--- config.mk ---
export PLATFORM = sky130hd
export DESIGN_NAME = servile_timer_flat
export DESIGN_NICKNAME = d
export VERILOG_FILES = /design/src/rtl/servile_timer_pkg.sv /design/src/rtl/servile_timer_if.sv /design/src/rtl/servile_timer_presc.sv /design/src/rtl/servile_timer.sv /design/src/flat_wrapper.sv
export SDC_FILE = /design/constraint.sdc
export NUM_CORES = 1
export LEC_CHECK = 0
export CAP_MARGIN = 20
export CELL_PAD_IN_SITES_DETAIL_PLACEMENT = 1
export CELL_PAD_IN_SITES_GLOBAL_PLACEMENT = 1
export CORE_MARGIN = 4
export CORE_UTILIZATION = 48
export DETAILED_ROUTE_END_ITERATION = 8
export PLACE_DENSITY = 0.84
export SETUP_SLACK_MARGIN = 0.3
export SLEW_MARGIN = 20
export SYNTH_ARGS = -nofsm -noshare
export SYNTH_HDL_FRONTEND = slang
export SYNTH_SLANG_ARGS = --single-unit
--- constraint.sdc ---
create_clock -name i_clk -period 2.7 [get_ports i_clk]
set_input_delay 0.405 -clock i_clk [delete_from_list [all_inputs] [get_ports i_clk]]
set_output_delay 0.405 -clock i_clk [all_outputs]
set_load 0.005 [all_outputs]
--- src/rtl/servile_timer_pkg.sv ---
// Shared definitions for the servile machine timer.
// - Word indices of the register map, CTRL bit positions, CTRL reset value.
// - merge_bytes: byte-lane write merge used by every writable register.
package servile_timer_pkg;

   localparam logic [2:0] ADR_MTIME_LO    = 3'd0;
   localparam logic [2:0] ADR_MTIME_HI    = 3'd1;
   localparam logic [2:0] ADR_MTIMECMP_LO = 3'd2;
   localparam logic [2:0] ADR_MTIMECMP_HI = 3'd3;
   localparam logic [2:0] ADR_CTRL        = 3'd4;
   localparam logic [2:0] ADR_DIV         = 3'd5;

   localparam int         CTRL_EN         = 0;
   localparam int         CTRL_IRQ_EN     = 1;
   localparam logic [1:0] CTRL_RESET      = 2'b11;

   function automatic logic [31:0] merge_bytes(input logic [31:0] old_v,
                                               input logic [31:0] new_v,
                                               input logic [3:0]  sel);
      logic [31:0] r;
      for (int i = 0; i < 4; i++)
         r[8*i +: 8] = sel[i] ? new_v[8*i +: 8] : old_v[8*i +: 8];
      return r;
   endfunction

endpackage

--- src/rtl/servile_timer_if.sv ---
// Servile extension Wishbone slave bus as seen by the timer.
// - adr/dat/sel/we/stb : master -> timer (adr is the word index, ext adr[4:2])
// - rdt/ack            : timer -> master, rdt valid only with ack
interface servile_timer_if;
   logic [2:0]  adr;
   logic [31:0] dat;
   logic [3:0]  sel;
   logic        we;
   logic        stb;
   logic [31:0] rdt;
   logic        ack;

   modport master (output adr, dat, sel, we, stb, input  rdt, ack);
   modport slave  (input  adr, dat, sel, we, stb, output rdt, ack);
endinterface

--- src/rtl/servile_timer_presc.sv ---
// Programmable prescaler for the machine timer.
// - i_clk, i_rst_n : clock, async active-low reset
// - i_en           : count enable (CTRL.en)
// - i_div_we       : write strobe for the DIV register (also clears the count)
// - i_sel, i_wdat  : byte enables and write data for DIV
// - o_div          : current DIV value
// - o_tick         : one-clock pulse every DIV+1 enabled clocks
module servile_timer_presc
   import servile_timer_pkg::*;
#(
   parameter int PRESCALE_W = 16,
   parameter int RESET_DIV  = 0
) (
   input  logic                  i_clk,
   input  logic                  i_rst_n,
   input  logic                  i_en,
   input  logic                  i_div_we,
   input  logic [3:0]            i_sel,
   input  logic [31:0]           i_wdat,
   output logic [PRESCALE_W-1:0] o_div,
   output logic                  o_tick
);

   logic [PRESCALE_W-1:0] div_q;
   logic [PRESCALE_W-1:0] cnt_q;

   assign o_div  = div_q;
   assign o_tick = i_en & (cnt_q == div_q);

   always_ff @(posedge i_clk or negedge i_rst_n) begin
      if (!i_rst_n) begin
         div_q <= PRESCALE_W'(RESET_DIV);
         cnt_q <= '0;
      end else if (i_div_we) begin
         // bits of the written word above PRESCALE_W are dropped
         div_q <= PRESCALE_W'(merge_bytes(32'(div_q), i_wdat, i_sel));
         cnt_q <= '0;
      end else if (i_en) begin
         cnt_q <= o_tick ? '0 : cnt_q + PRESCALE_W'(1);
      end
   end

endmodule

--- src/rtl/servile_timer.sv ---
// RISC-V machine timer (mtime/mtimecmp) on the servile extension bus.
// - i_clk, i_rst_n : clock, async active-low reset
// - wb             : Wishbone slave; single-cycle ack one clock after stb
// - o_timer_irq    : level interrupt, irq_en & (mtime >= mtimecmp), registered
// Reading MTIME_LO latches mtime[63:32] into a shadow that MTIME_HI returns,
// giving a coherent 64-bit read as LO then HI.
module servile_timer
   import servile_timer_pkg::*;
#(
   parameter logic [63:0] RESET_CMP  = 64'hFFFF_FFFF_FFFF_FFFF,
   parameter int          PRESCALE_W = 16,
   parameter int          RESET_DIV  = 0
) (
   input  logic             i_clk,
   input  logic             i_rst_n,
   servile_timer_if.slave   wb,
   output logic             o_timer_irq
);

   logic [63:0]           mtime;
   logic [63:0]           mtimecmp;
   logic [1:0]            ctrl;
   logic [31:0]           shadow;
   logic [PRESCALE_W-1:0] div;
   logic                  tick;
   logic                  access;
   logic                  wr;
   logic                  rd;
   logic [31:0]           rd_mux;

   // the access is serviced on the edge that raises ack
   assign access = wb.stb & ~wb.ack;
   assign wr     = access &  wb.we;
   assign rd     = access & ~wb.we;

   servile_timer_presc #(
      .PRESCALE_W (PRESCALE_W),
      .RESET_DIV  (RESET_DIV)
   ) u_presc (
      .i_clk    (i_clk),
      .i_rst_n  (i_rst_n),
      .i_en     (ctrl[CTRL_EN]),
      .i_div_we (wr & (wb.adr == ADR_DIV)),
      .i_sel    (wb.sel),
      .i_wdat   (wb.dat),
      .o_div    (div),
      .o_tick   (tick)
   );

   always_comb begin
      rd_mux = '0;
      case (wb.adr)
         ADR_MTIME_LO:    rd_mux = mtime[31:0];
         ADR_MTIME_HI:    rd_mux = shadow;
         ADR_MTIMECMP_LO: rd_mux = mtimecmp[31:0];
         ADR_MTIMECMP_HI: rd_mux = mtimecmp[63:32];
         ADR_CTRL:        rd_mux = {30'd0, ctrl};
         ADR_DIV:         rd_mux = 32'(div);
         default:         rd_mux = '0;
      endcase
   end

   always_ff @(posedge i_clk or negedge i_rst_n) begin
      if (!i_rst_n) begin
         wb.ack      <= 1'b0;
         wb.rdt      <= '0;
         mtime       <= '0;
         mtimecmp    <= RESET_CMP;
         ctrl        <= CTRL_RESET;
         shadow      <= '0;
         o_timer_irq <= 1'b0;
      end else begin
         wb.ack      <= access;
         wb.rdt      <= access ? rd_mux : '0;
         o_timer_irq <= ctrl[CTRL_IRQ_EN] & (mtime >= mtimecmp);

         if (rd && (wb.adr == ADR_MTIME_LO))
            shadow <= mtime[63:32];

         // a software write to either half beats the tick; no carry across halves
         if (wr && (wb.adr == ADR_MTIME_LO))
            mtime[31:0]  <= merge_bytes(mtime[31:0], wb.dat, wb.sel);
         else if (wr && (wb.adr == ADR_MTIME_HI))
            mtime[63:32] <= merge_bytes(mtime[63:32], wb.dat, wb.sel);
         else if (tick)
            mtime <= mtime + 64'd1;

         if (wr && (wb.adr == ADR_MTIMECMP_LO))
            mtimecmp[31:0]  <= merge_bytes(mtimecmp[31:0], wb.dat, wb.sel);
         if (wr && (wb.adr == ADR_MTIMECMP_HI))
            mtimecmp[63:32] <= merge_bytes(mtimecmp[63:32], wb.dat, wb.sel);
         if (wr && (wb.adr == ADR_CTRL))
            ctrl <= 2'(merge_bytes({30'd0, ctrl}, wb.dat, wb.sel));
      end
   end

endmodule

--- src/flat_wrapper.sv ---
// flat-port wrapper written by rule: the top's interface ports become plain ports
module servile_timer_flat import servile_timer_pkg::*;
#(
   parameter logic [63:0] RESET_CMP  = 64'hFFFF_FFFF_FFFF_FFFF,
   parameter int          PRESCALE_W = 16,
   parameter int          RESET_DIV  = 0
)
  (i_clk, i_rst_n, o_timer_irq, wb_adr, wb_dat, wb_sel, wb_we, wb_stb, wb_rdt, wb_ack);
  servile_timer_if wb_i ();
  input  logic i_clk;
  input  logic i_rst_n;
  output logic o_timer_irq;
  input wire logic [$bits(wb_i.adr)-1:0] wb_adr;
  input wire logic [$bits(wb_i.dat)-1:0] wb_dat;
  input wire logic [$bits(wb_i.sel)-1:0] wb_sel;
  input wire logic [$bits(wb_i.we)-1:0] wb_we;
  input wire logic [$bits(wb_i.stb)-1:0] wb_stb;
  output wire logic [$bits(wb_i.rdt)-1:0] wb_rdt;
  output wire logic [$bits(wb_i.ack)-1:0] wb_ack;
  assign wb_i.adr = wb_adr;
  assign wb_i.dat = wb_dat;
  assign wb_i.sel = wb_sel;
  assign wb_i.we = wb_we;
  assign wb_i.stb = wb_stb;
  assign wb_rdt = wb_i.rdt;
  assign wb_ack = wb_i.ack;
  servile_timer #(.RESET_CMP(RESET_CMP), .PRESCALE_W(PRESCALE_W), .RESET_DIV(RESET_DIV)) u_core (.i_clk(i_clk), .i_rst_n(i_rst_n), .wb(wb_i), .o_timer_irq(o_timer_irq));
endmodule
## After elaboration in Yosys (flattened, before gate mapping)

Index checks and enable logic that the tools add are counted.

- Input port bits: 43
- Output and inout bits: 34
- Flip-flop bits (word level): 228
- Logic and storage cells: 93

- Magnitude comparators: 1
- Bitwise operators: 9
- Add/subtract/negate cells: 2
- Eq/ne operators: 15
- Muxes and demuxes: 13
- Reduce and logical (&&, ||, !) cells: 29

Operators by type and width:

| kind | number |
|---|---|
| one-hot mux 32 bit (6 select lines) | 1 |
| two-way mux 32 bit | 4 |
| adder 64 x 1 -> 64 bit (second input constant) | 1 |
| greater-or-equal comparator 64 bit | 1 |
| two-way mux 64 bit | 1 |
| two-way mux 16 bit | 3 |
| two-way mux 8 bit | 4 |
| AND reduction 3 bit | 8 |
| AND reduction 2 bit | 11 |
| adder 16 x 1 -> 16 bit (second input constant) | 1 |
| equality test 16 bit | 1 |
| inequality test 2 bit (second input constant) | 8 |
| bitwise AND 1 bit | 6 |
| equality test 3 x 2 -> 1 bit (second input constant) | 2 |
| equality test 3 bit (second input constant) | 2 |
| logical AND 1 bit | 6 |
| nonzero test 2 bit | 3 |
| equality test 3 x 1 -> 1 bit (second input constant) | 1 |
| logical NOT 3 bit | 1 |
| NOT 1 bit | 3 |
| inequality test 2 x 1 -> 1 bit (second input constant) | 1 |

## Depth between registers and ports, before layout

Gate-level depths: netlist (run 1).

- Word-level depth: 6
- Gate-level depth with buffers: 10
- Depth with buffers taken out: 9

## Modules after synthesis

A second synthesis (run 1) with hierarchy kept.

- Cells, all modules: 1342
- Area total of the unflattened synthesis: 13211.4 sq um

Modules (own cells, without submodules):

| module | sequential area each (sq um) | area each (sq um) | instances | cells an instance |
|---|---|---|---|---|
| servile_timer | 4987.3 | 11451.0 | 1 | 1184 |
| servile_timer_presc | 800.8 | 1760.4 | 1 | 158 |

## Worst setup path after synthesis (run 1)

OpenSTA, ideal clock, no wires.

- Path type: register -> register
- Start: register u_core.mtime[1]
- End: register u_core.mtime[62]
- Path buffers: 0
- Required time: 2579 ps
- Data arrival time: 2066 ps
- Cell stages (with the launch flop): 9
- Path slack: 513 ps
- Period minus slack after synthesis: 2187 ps
- Library setup time: 121 ps
- Cell sequence: dfrtp_1 ha_1 nand3_1 or4_4 nor2_8 nand3_2 or4_4 o211ai_2 a21oi_2

- Longest elaborated chain between the ends: 3

Ends and longest elaborated chain:

| element | line | source |
|---|---|---|
| start, declared | servile_timer.sv:20 | `logic [63:0] mtime;` |
| start signal, assigned | servile_timer.sv:82 | `mtime[31:0] <= merge_bytes(mtime[31:0], wb.dat, wb.sel);` |
| start signal, assigned | servile_timer.sv:86 | `mtime <= mtime + 64'd1;` |
| adder 64 x 1 -> 64 bit | servile_timer.sv:86 |  |
| two-way mux 64 bit | servile_timer.sv:85 | `else if (tick)` |
| two-way mux 32 bit | servile_timer.sv:83 | `else if (wr && (wb.adr == ADR_MTIME_HI))` |

Every way passes these cells. The select of a mux whose other input is x is not followed.
A chain may end at the register's enable or synchronous reset.

## Worst setup path after layout (run 1)

- Start: register u_core.mtimecmp[33]
- End: register u_core.o_timer_irq

- Longest elaborated chain between the ends: 2

Ends and longest elaborated chain:

| element | line | source |
|---|---|---|
| start, declared | servile_timer.sv:21 | `logic [63:0] mtimecmp;` |
| start signal, assigned | servile_timer.sv:91 | `mtimecmp[63:32] <= merge_bytes(mtimecmp[63:32], wb.dat, wb.sel);` |
| greater-or-equal comparator 64 bit | servile_timer.sv:75 | `o_timer_irq <= ctrl[CTRL_IRQ_EN] & (mtime >= mtimecmp);` |
| bitwise AND 1 bit | servile_timer.sv:75 |  |
| end signal, assigned | servile_timer.sv:75 |  |
| end, declared | servile_timer.sv:17 | `output logic o_timer_irq` |

Every way passes these cells.

==> out/qor.yml, run 1 <==
global_route:
  number_of_global_route_vias_before_repair: 13100
  grt_start_max_net_pins: 137
  number_of_antenna_violations_at_the_first_check_in_global_routing: 0
  global_route_usage_over_all_layers_pct: 31.8
  grt_overflow: 0
  grt_first_pass_wirelength_um: 76400
layout:
  filler_cell_count: 2905
  insertedDiodeCount: 0
  ratio_of_cells_with_drive_above_1_in_the_final_layout_pct: 30.1
  multi_input_comb_area_mm2: 0.00730
  syn2layout_area_growth_pct: 26.8
  design.final.nets: 1639
  regArea_mm2: 0.00580
floorplanning:
  pin_count: 77
  row_count: 60
  core_region_area_mm2: 0.0270
  initial_core_util_pct: 48.8
  die_area_mm2: 0.0302
  die-height_um: 174
  fp.dieW_um: 174
clocking:
  clock_tree.htree_level_count: 1
  ctsLongestPathBuffers: 3
  cts_root_buf: "clkbuf_16"
  clock_sinks: 228
  worstSkewPairLatency_ns: 0.55
  cts-buffers-inserted: 26
  cts_tree: "yes"
  path_clk_slew_ns: 0.07
critical_path:
  worst-endpoint-arrival_ns: 3.03
  startpoint_type: "flop"
  crit_path_max_fanout: 3
  cp-end-kind: "flop"
  cp_data_required_time_ns: 3.10
  crit_path_class: "flop to flop"
synthesis:
  synth_enable_flop_cells: 0
  synth_area_per_cell_um2: 9.81
  yosysWarningCount: 0
  synth.distinct_cells: 75
  postSynthCellCount: 1345
  mappedNetlistArea_mm2: 0.0132
  synth_sequential_area_ratio_pct: 43.9
  synthesis.nets: 1454
  postSynth.topFlopCell: "dfrtp_1"
  synthArstFlopShare_pct: 100
  postSynthRegisterBits: 228
detailed_routing:
  detail_route.iter0.violations: 1739
  num_vias: 13300
  avgViaCountPerCell: 7.03
  route.detailed.drc: 0
  antenna_violation_net_count_after_detailed_routing: 0
  postRouteWirelength_um: 57300
  drt-pass1-iter-count: 8
  wl_per_cell_um: 30.3
timing:
  tightestPinTransition_ns: 0.844
  max_clock_freq_mhz: 380
  postLayoutSetupSlackWorst_ns: 0.0692
  final-setup-viol-count: 0
  period_needed_ns: 2.63
  finalMaxSlewViolations: 0
  final.period_utilization_pct: 97.4
  grt_setup_unrepaired: "yes"
  hold_ws_ns: 0.449
  clock_skew_ns: 0.0223
  timing.slew.headroom_pct: 43.7
  report.final.hold_viol_count: 0
pwr:
  p_sw_w: 0.00335
  intPower_w: 0.00719
  pwr_density_cell_mw_per_mm2: 629
  power_switching_share_pct: 31.8
  p_clk_share_pct: 36.1
  seq_power_share_pct: 41.5
  power.leakage_nw: 7.15
  share_comb_of_total_power_pct: 22.3
  ir_worst_vdd_v: 0.000468
outcome:
  status: "completed"
min_path:
  hold_path_class: "input port to asynchronous set/reset pin"
placement:
  hpwlAfterDp_um: 34100
  post-place-ws_ns: -0.214
  gp_congestion: 0.936
  numPortBuffers: 76
flow_run:
  max_cap_violations: 0
## cell usage after synthesis (45+ instances only)
library cell  number  area, µm²
nand2_1           99        372
nor2_1            76        285
dfrtp_1          162       4050
nand3_1           54        270
mux2_2           107       1200
a21oi_1          137        686
clkbuf_1          45        169
inv_1             78        293
dfstp_2           66       1730
a22oi_1           54        405
o21ai_0           56        280
ha_1              66        826
## kinds of logic after synthesis
kind of cell	synth area share, %
simple gates	15.6
compound gates	17.6
flops	43.9
buf+inv	4.23
mux	10.7
fa+ha+maj	6.26
xor+xnor	1.79
## power by group through the flow
stage | Combinational (W) | Sequential (W) | Clock, W
after global placement | 0.00176 | 0.00431 | 0
final | 0.00235 | 0.00437 | 0.00381
after floorplan | 0.00110 | 0.00425 | 0
after detailed placement | 0.00192 | 0.00435 | 0
after global routing | 0.00249 | 0.00439 | 0.00395
after CTS | 0.00202 | 0.00431 | 0.00376
## stage by stage
| stage | utilization, % | TNS, ns | cell area, µm² | power (W) | std cells |
|---|---|---|---|---|---|
| CTS | 59.6 | 0 | 16100 | 0.0101 | 1861 |
| global route | 61.9 | 0 | 16700 | 0.0108 | 1891 |
| floorplan | - | 0 | 13200 | 0.00535 | 1345 |
| global placement | 55.7 | -0.173 | 15100 | 0.00607 | 1807 |
| detailed placement | 55.7 | -2.47 | 15100 | 0.00627 | 1807 |
| finish | 61.9 | 0 | 16700 | 0.0105 | 1891 |
## layout make-up
cell class	instances	area share [%]
Sequential cell	228	34.6
Clock inverter	5	0.598
Tap cell	341	2.55
Timing Repair Buffer	222	12.1
Multi-Input combinational cell	974	43.6
Inverter	78	1.75
Clock buffer	43	4.70
## worst max-delay path: stages (launching register included)
cell and delay, ns:
dfstp_2 0.57, inv_1 0.07, ha_1 0.35, a21oi_1 0.22, nor2_1 0.06, a211oi_1 0.21, o21ai_0 0.23, a211o_1 0.43
o31ai_4 0.25, a21oi_2 0.10
## timing repair
item / 4_1_cts / 5_1_grt
hold endpoints to repair: 62 / 0
buffers inserted: 5 / 28
gates resized for setup: 30 / 99
pin swaps: 10 / 32
endpoints found under the setup margin: 71 / 56
hold buffers: 1 / 0
gates cloned: 0 / 2
## final timing paths
kind,start,endpoint,slack [ns],cells after the start
max in group asynchronous,i_rst_n,u_core.wb.rdt[17],1.48,3
worst max register to register,u_core.mtimecmp[33],u_core.o_timer_irq,0.07,9
worst min-delay path,i_rst_n,u_core.wb.rdt[3],0.45,3
worst max-delay path,u_core.mtimecmp[33],u_core.o_timer_irq,0.07,9
min in group i_clk,u_core.shadow[28],u_core.shadow[28],0.52,1
worst min register to register,u_core.shadow[28],u_core.shadow[28],0.52,1
## state kept, by name (all words and copies together) (netlist names)
register	flops
u_core.wb.ack	1
u_core.shadow	32
u_core.mtime	64
u_core.mtimecmp	64
u_core.ctrl	2
u_core.u_presc.cnt_q	16
u_core.u_presc.o_div	16
u_core.wb.rdt	32
u_core.o_timer_irq	1
## cells in the final DEF, fill, tap and decap left out, types with 9 or more instances in the layout
master / synthesis / layout
a21oi_2: 1 / 11
o22ai_1: 17 / 17
inv_1: 78 / 78
dfstp_2: 66 / 66
and2_1: 15 / 14
o21ai_0: 56 / 48
clkbuf_16: 0 / 27
nand3_1: 54 / 46
clkdlybuf4s50_1: 0 / 75
buf_6: 0 / 19
nor3_2: 7 / 9
and4_1: 11 / 9
nor3_1: 16 / 10
a21oi_1: 137 / 125
nand2_1: 99 / 94
o22a_1: 14 / 14
and3_1: 15 / 10
mux2i_1: 9 / 9
mux2_2: 107 / 107
mux2_1: 10 / 10
a22oi_1: 54 / 54
dfrtp_1: 162 / 155
ha_1: 66 / 65
o21ai_1: 14 / 15
xor2_1: 22 / 21
a31oi_1: 12 / 10
nor2_1: 76 / 73
clkbuf_1: 45 / 11
nand4_1: 32 / 32
buf_4: 2 / 117
## routing by layer
metal  global-route usage, %  up-vias  part of all wire, %
met1                    42.1     6699                   37
li1                        -     5291                    -
met5                   0.160        -                    0
met2                    53.1      983                   47
met3                    4.80      320                   10
met4                    11.8        0                  6.2
(Power assumes the default switching activity.)
==> inputs of run 2 (changes only) <==
--- a/config.mk
+++ b/config.mk
@@ -13,6 +13,7 @@
 export DETAILED_ROUTE_END_ITERATION = 8
 export PLACE_DENSITY = 0.84
 export SETUP_SLACK_MARGIN = 0.3
+export SKIP_CTS_REPAIR_TIMING = 1
 export SLEW_MARGIN = 20
 export SYNTH_ARGS = -nofsm -noshare
 export SYNTH_HDL_FRONTEND = slang
==> run 2 against run 1 <==
  * Sequential share of layout area is 0.75 points higher
  * Global-route usage is 0.45 points lower
  * Critical path depth is 1 lower
  * Register-to-register slack better by 0.14 ns
  * Clock-buffer cell count stayed put
  * Hold slack hardly changed
  * Clock power is 1% lower
  * Sequential power hardly changed
  * Fmax is 5.5% higher
  * Clock skew is 0.0047 ns higher
  * Critical path type unchanged
==> out/qor.yml, run 2 (synthesis results as in run 1) <==
detailed_routing:
  drt-pass1-iter-count: 6
  antenna_violation_net_count_after_detailed_routing: 0
  route.detailed.drc: 0
  detail_route.iter0.violations: 1502
  avgViaCountPerCell: 6.70
  num_vias: 12600
  wl_per_cell_um: 27.5
  postRouteWirelength_um: 51700
timing:
  final-setup-viol-count: 0
  tightestPinTransition_ns: 0.846
  postLayoutSetupSlackWorst_ns: 0.206
  final.period_utilization_pct: 92.4
  max_clock_freq_mhz: 401
  clock_skew_ns: 0.0270
  finalMaxSlewViolations: 0
  setup_tns_ns: 0
  grt_setup_unrepaired: "yes"
  report.final.hold_viol_count: 0
  timing.slew.headroom_pct: 43.6
  period_needed_ns: 2.49
pwr:
  pwr_density_cell_mw_per_mm2: 629
  power.leakage_nw: 7.03
  ir_worst_vdd_v: 0.000394
  total_power_w: 0.0103
placement:
  post-place-ws_ns: -0.214
  gp_congestion: 0.936
  numPortBuffers: 76
  hpwlAfterDp_um: 34100
  placed_area_mm2: 0.0151
global_route:
  number_of_antenna_violations_at_the_first_check_in_global_routing: 0
  number_of_global_route_vias_before_repair: 13100
  grt_start_max_net_pins: 137
  grt_first_pass_wirelength_um: 75600
  grt_overflow: 0
  global_route_usage_over_all_layers_pct: 31.4
clocking:
  cts_tree: "yes"
  ctsLongestPathBuffers: 3
  cts-buffers-inserted: 26
  clock_tree.htree_level_count: 1
  worstSkewPairLatency_ns: 0.56
  clock_sinks: 228
  path_clk_slew_ns: 0.07
  cts_root_buf: "clkbuf_16"
layout:
  regArea_mm2: 0.00580
  multi_input_comb_area_mm2: 0.00710
  filler_cell_count: 2970
  mostFrequentLayoutCell: "dfrtp_1"
  design.final.nets: 1626
  syn2layout_area_growth_pct: 24.2
  largest_registers: "u_core.mtime x64, u_core.mtimecmp x64"
  insertedDiodeCount: 0
  postLayoutCellArea_mm2: 0.0164
  highest_count_cells_in_the_layout_ignoring_fill_and_taps: "dfrtp_1, a21oi_1, buf_4"
  ratio_of_cells_with_drive_above_1_in_the_final_layout_pct: 27.8
critical_path:
  cp_data_required_time_ns: 3.12
  cp-end-kind: "flop"
  critical_path.n_buffers_inverters: 2
  crit_path_class: "flop to flop"
  startpoint_type: "flop"
  cp_cell_sequence: "xor2_1, nor4_2, and3_4, nand3_2, buf_4, a21oi_2, clkdlybuf4s15_2, a21oi_1"
  worstSetupStartpoint: "u_core.u_presc.o_div[4]"
  worst-endpoint-arrival_ns: 2.91
  critPathMaxStageDelay_ns: 0.44
  worst_reg2reg_path_length_in_cells: 8
  regToRegSetupSlack_ns: 0.21
  crit_path_max_fanout: 7
  reg2reg_from: "u_core.u_presc.o_div[4]"
  critical_path.top_delay_family: "simple AND/OR/NAND/NOR gates"
  crit_slowest_cell: "dfrtp_1"
  timing.rr.end: "u_core.mtime[8]"
floorplanning:
  die_area_mm2: 0.0302
  pin_count: 77
  core_region_area_mm2: 0.0270
  fp.dieW_um: 174
  initial_core_util_pct: 48.8
  die-height_um: 174
  row_count: 60
min_path:
  hold_path_class: "input port to asynchronous set/reset pin"
flow_run:
  max_cap_violations: 0
outcome:
  status: "completed"
run 2: cell types whose count changed in the layout (fill, tap and decap cells not counted), sizes merged:
cell	delta
buf	-15
clkbuf	+1
clkdlybuf4s15	+1
run 2: metrics by stage:
step	utilization [%]	hold slack, ns	cells
after floorplan	-	0.109	1345
after global placement	55.7	0.465	1807
after detailed placement	55.7	0.477	1807
after CTS	59.0	-0.0896	1855
after global routing	60.6	0.517	1878
final	60.6	0.449	1878
run 2: metal layers:
layer  wire, µm  share of wire (%)  GRT usage [%]
met5         58               0.11          0.160
met4       2660                5.2           10.8
met3       4420                8.6           4.17
met2      24500                 47           53.1
met1      20100                 39           41.6
run 2: how the worst max path moves through the flow:
| stage | end | slack [ns] | cells past startpoint |
|---|---|---|---|
| 3_5_place_dp | u_core.mtime[25] | -0.21 | 7 |
| 2_1_floorplan | u_core.mtime[62] | 0.51 | 8 |
| 6_report | u_core.mtime[8] | 0.21 | 8 |
| 4_1_cts | u_core.mtime[25] | -0.30 | 7 |
| 5_1_grt | u_core.o_timer_irq | 0.09 | 9 |
| 3_3_place_gp | u_core.mtime[25] | -0.17 | 7 |
run 2: tightest hold or removal path, stage by stage:
cell,delay [ns]
dlygate4sd3_1,0.56
buf_8,0.12
buf_12,0.36
run 2: final cells by class:
type	instances	area share (%)
clock buffer	43	4.79
clock inverter	5	0.611
inverter	78	1.79
multi-input combinational	974	43.3
sequential	228	35.4
tap	341	2.60
timing repair buffer	209	11.5
run 2: report_power, final:
group	switching [W]	internal (W)	leakage, nW
logic	0.00123	0.000956	3.83
registers	0.000414	0.00394	2.76
clock network	0.00150	0.00226	0.432
total	0.00315	0.00716	7.03
==> inputs of run 3 (changes only) <==
--- a/config.mk
+++ b/config.mk
@@ -18,3 +18,4 @@
 export SYNTH_ARGS = -nofsm -noshare
 export SYNTH_HDL_FRONTEND = slang
 export SYNTH_SLANG_ARGS = --single-unit
+export TNS_END_PERCENT = 10
==> run 3 against run 2 <==
  * Final cell count is 0.48% lower
  * Final area is 0.68% lower
  * Worst setup slack worse by 0.16 ns
  * Critical endpoint is now u_core.mtimecmp[7]
  * Die area stayed put
  * Sequential cell count stayed put
  * Sequential power hardly changed
  * Via count is 0.28% lower
  * Clock power hardly changed
  * Hold slack better by 0.012 ns
  * Utilization is 0.41 points lower
==> out/qor.yml, run 3 (synthesis results as in run 1) <==
layout:
  mostFrequentLayoutCell: "dfrtp_1"
  syn2layout_area_growth_pct: 23.3
  ratio_of_cells_with_drive_above_1_in_the_final_layout_pct: 26.9
  post-route-util_pct: 60.2
  largest_registers: "u_core.mtime x64, u_core.mtimecmp x64"
  highest_count_cells_in_the_layout_ignoring_fill_and_taps: "dfrtp_1, a21oi_1, buf_4"
  insertedDiodeCount: 0
  design.final.nets: 1617
clocking:
  cts_root_buf: "clkbuf_16"
  clock_tree.htree_level_count: 1
  clock_sinks: 228
  worstSkewPairLatency_ns: 0.55
  cts_tree: "yes"
  ctsLongestPathBuffers: 3
  cts-buffers-inserted: 26
  path_clk_slew_ns: 0.07
timing:
  postLayoutSetupSlackWorst_ns: 0.0416
  grt_setup_unrepaired: "yes"
  finalMaxSlewViolations: 0
  max_clock_freq_mhz: 376
  final.period_utilization_pct: 98.5
  period_needed_ns: 2.66
  clock_skew_ns: 0.0296
  final-setup-viol-count: 0
  timing.slew.headroom_pct: 44.1
  report.final.hold_viol_count: 0
  tightestPinTransition_ns: 0.839
  hold_ws_ns: 0.460
global_route:
  grt_overflow: 0
  grt_first_pass_wirelength_um: 75600
  grt_start_max_net_pins: 137
  number_of_global_route_vias_before_repair: 13100
  global_route_usage_over_all_layers_pct: 31.4
  number_of_antenna_violations_at_the_first_check_in_global_routing: 0
floorplanning:
  pin_count: 77
  die_area_mm2: 0.0302
  core_region_area_mm2: 0.0270
  die-height_um: 174
  fp.dieW_um: 174
  row_count: 60
  initial_core_util_pct: 48.8
detailed_routing:
  detail_route.iter0.violations: 1436
  route.detailed.drc: 0
  wl_per_cell_um: 27.5
  antenna_violation_net_count_after_detailed_routing: 0
  avgViaCountPerCell: 6.71
  drt-pass1-iter-count: 6
  postRouteWirelength_um: 51400
  num_vias: 12500
min_path:
  hold_path_class: "input port to asynchronous set/reset pin"
placement:
  gp_congestion: 0.936
  post-place-ws_ns: -0.214
  numPortBuffers: 76
  hpwlAfterDp_um: 34100
critical_path:
  crit_path_class: "flop to flop"
  critPathMaxStageDelay_ns: 0.54
  cp_cell_sequence: "nor2b_1, buf_4, and2_0, buf_4, and2_0, nand2_1, o21ai_0"
  cp-end-kind: "flop"
  crit_slowest_cell: "o21ai_0"
  cp_data_required_time_ns: 3.10
  startpoint_type: "flop"
  worst-endpoint-arrival_ns: 3.06
  crit_path_max_fanout: 9
pwr:
  power.leakage_nw: 6.98
  total_power_w: 0.0103
  ir_worst_vdd_v: 0.000420
  pwr_density_cell_mw_per_mm2: 632
flow_run:
  max_cap_violations: 0
outcome:
  status: "completed"
run 3: cell types whose count changed in the layout (fill, tap and decap cells not counted), moves of 2 or more:
cell / before / now
buf_6: 7 / 2
buf_4: 115 / 112
o21ai_0: 53 / 55
o21ai_2: 2 / 0
run 3: cell type report:
| cell class | instances | area (µm²) |
|---|---|---|
| Fill cell | 2983 | 10700 |
| Inverter | 78 | 293 |
| Multi-Input combinational cell | 974 | 7080 |
| Sequential cell | 228 | 5800 |
| Tap cell | 341 | 427 |
| Clock buffer | 43 | 786 |
| Timing Repair Buffer | 200 | 1800 |
| Clock inverter | 5 | 100 |
run 3: worst paths after layout:
check / from / end / slack [ns] / cells past startpoint
setup reg to reg: u_core.wb.ack / u_core.mtimecmp[7] / 0.04 / 7
setup / recovery: u_core.wb.ack / u_core.mtimecmp[7] / 0.04 / 7
hold / removal: i_rst_n / u_core.shadow[7] / 0.46 / 3
max in group asynchronous: i_rst_n / u_core.wb.rdt[17] / 1.49 / 3
min in group i_clk: u_core.shadow[6] / u_core.shadow[6] / 0.50 / 2
hold reg to reg: u_core.shadow[6] / u_core.shadow[6] / 0.50 / 2
run 3: where the power goes:
part           total (W)  internal (W)  switching (W)
Combinational    0.00219      0.000950        0.00124
Sequential       0.00436       0.00394       0.000416
Clock            0.00374       0.00226        0.00148
run 3: metal layers:
metal  vias up  GRT usage [%]  wire length [µm]
met4         2           10.8              2740
met3       235           4.17              4090
met2       688           53.1             24400
met1      6362           41.6             20100
met5         -          0.160                41
li1       5258              -                 -
run 3: through the flow:
stage | instance area, µm² | setup TNS (ns) | std cells
after floorplan | 13200 | 0 | 1345
after global placement | 15100 | -0.173 | 1807
after detailed placement | 15100 | -2.47 | 1807
after CTS | 15900 | -1.07 | 1855
after global routing | 16300 | 0 | 1869
final | 16300 | 0 | 1869
run 3: worst max-delay path, delay by kind of cell, from the launching register on:
kind,cells,cell delay (ns)
and+or+nand+nor,4,1.23
AOI/OAI and AO/OA,1,0.54
DFF,1,0.40
buffers and inverters,2,0.34
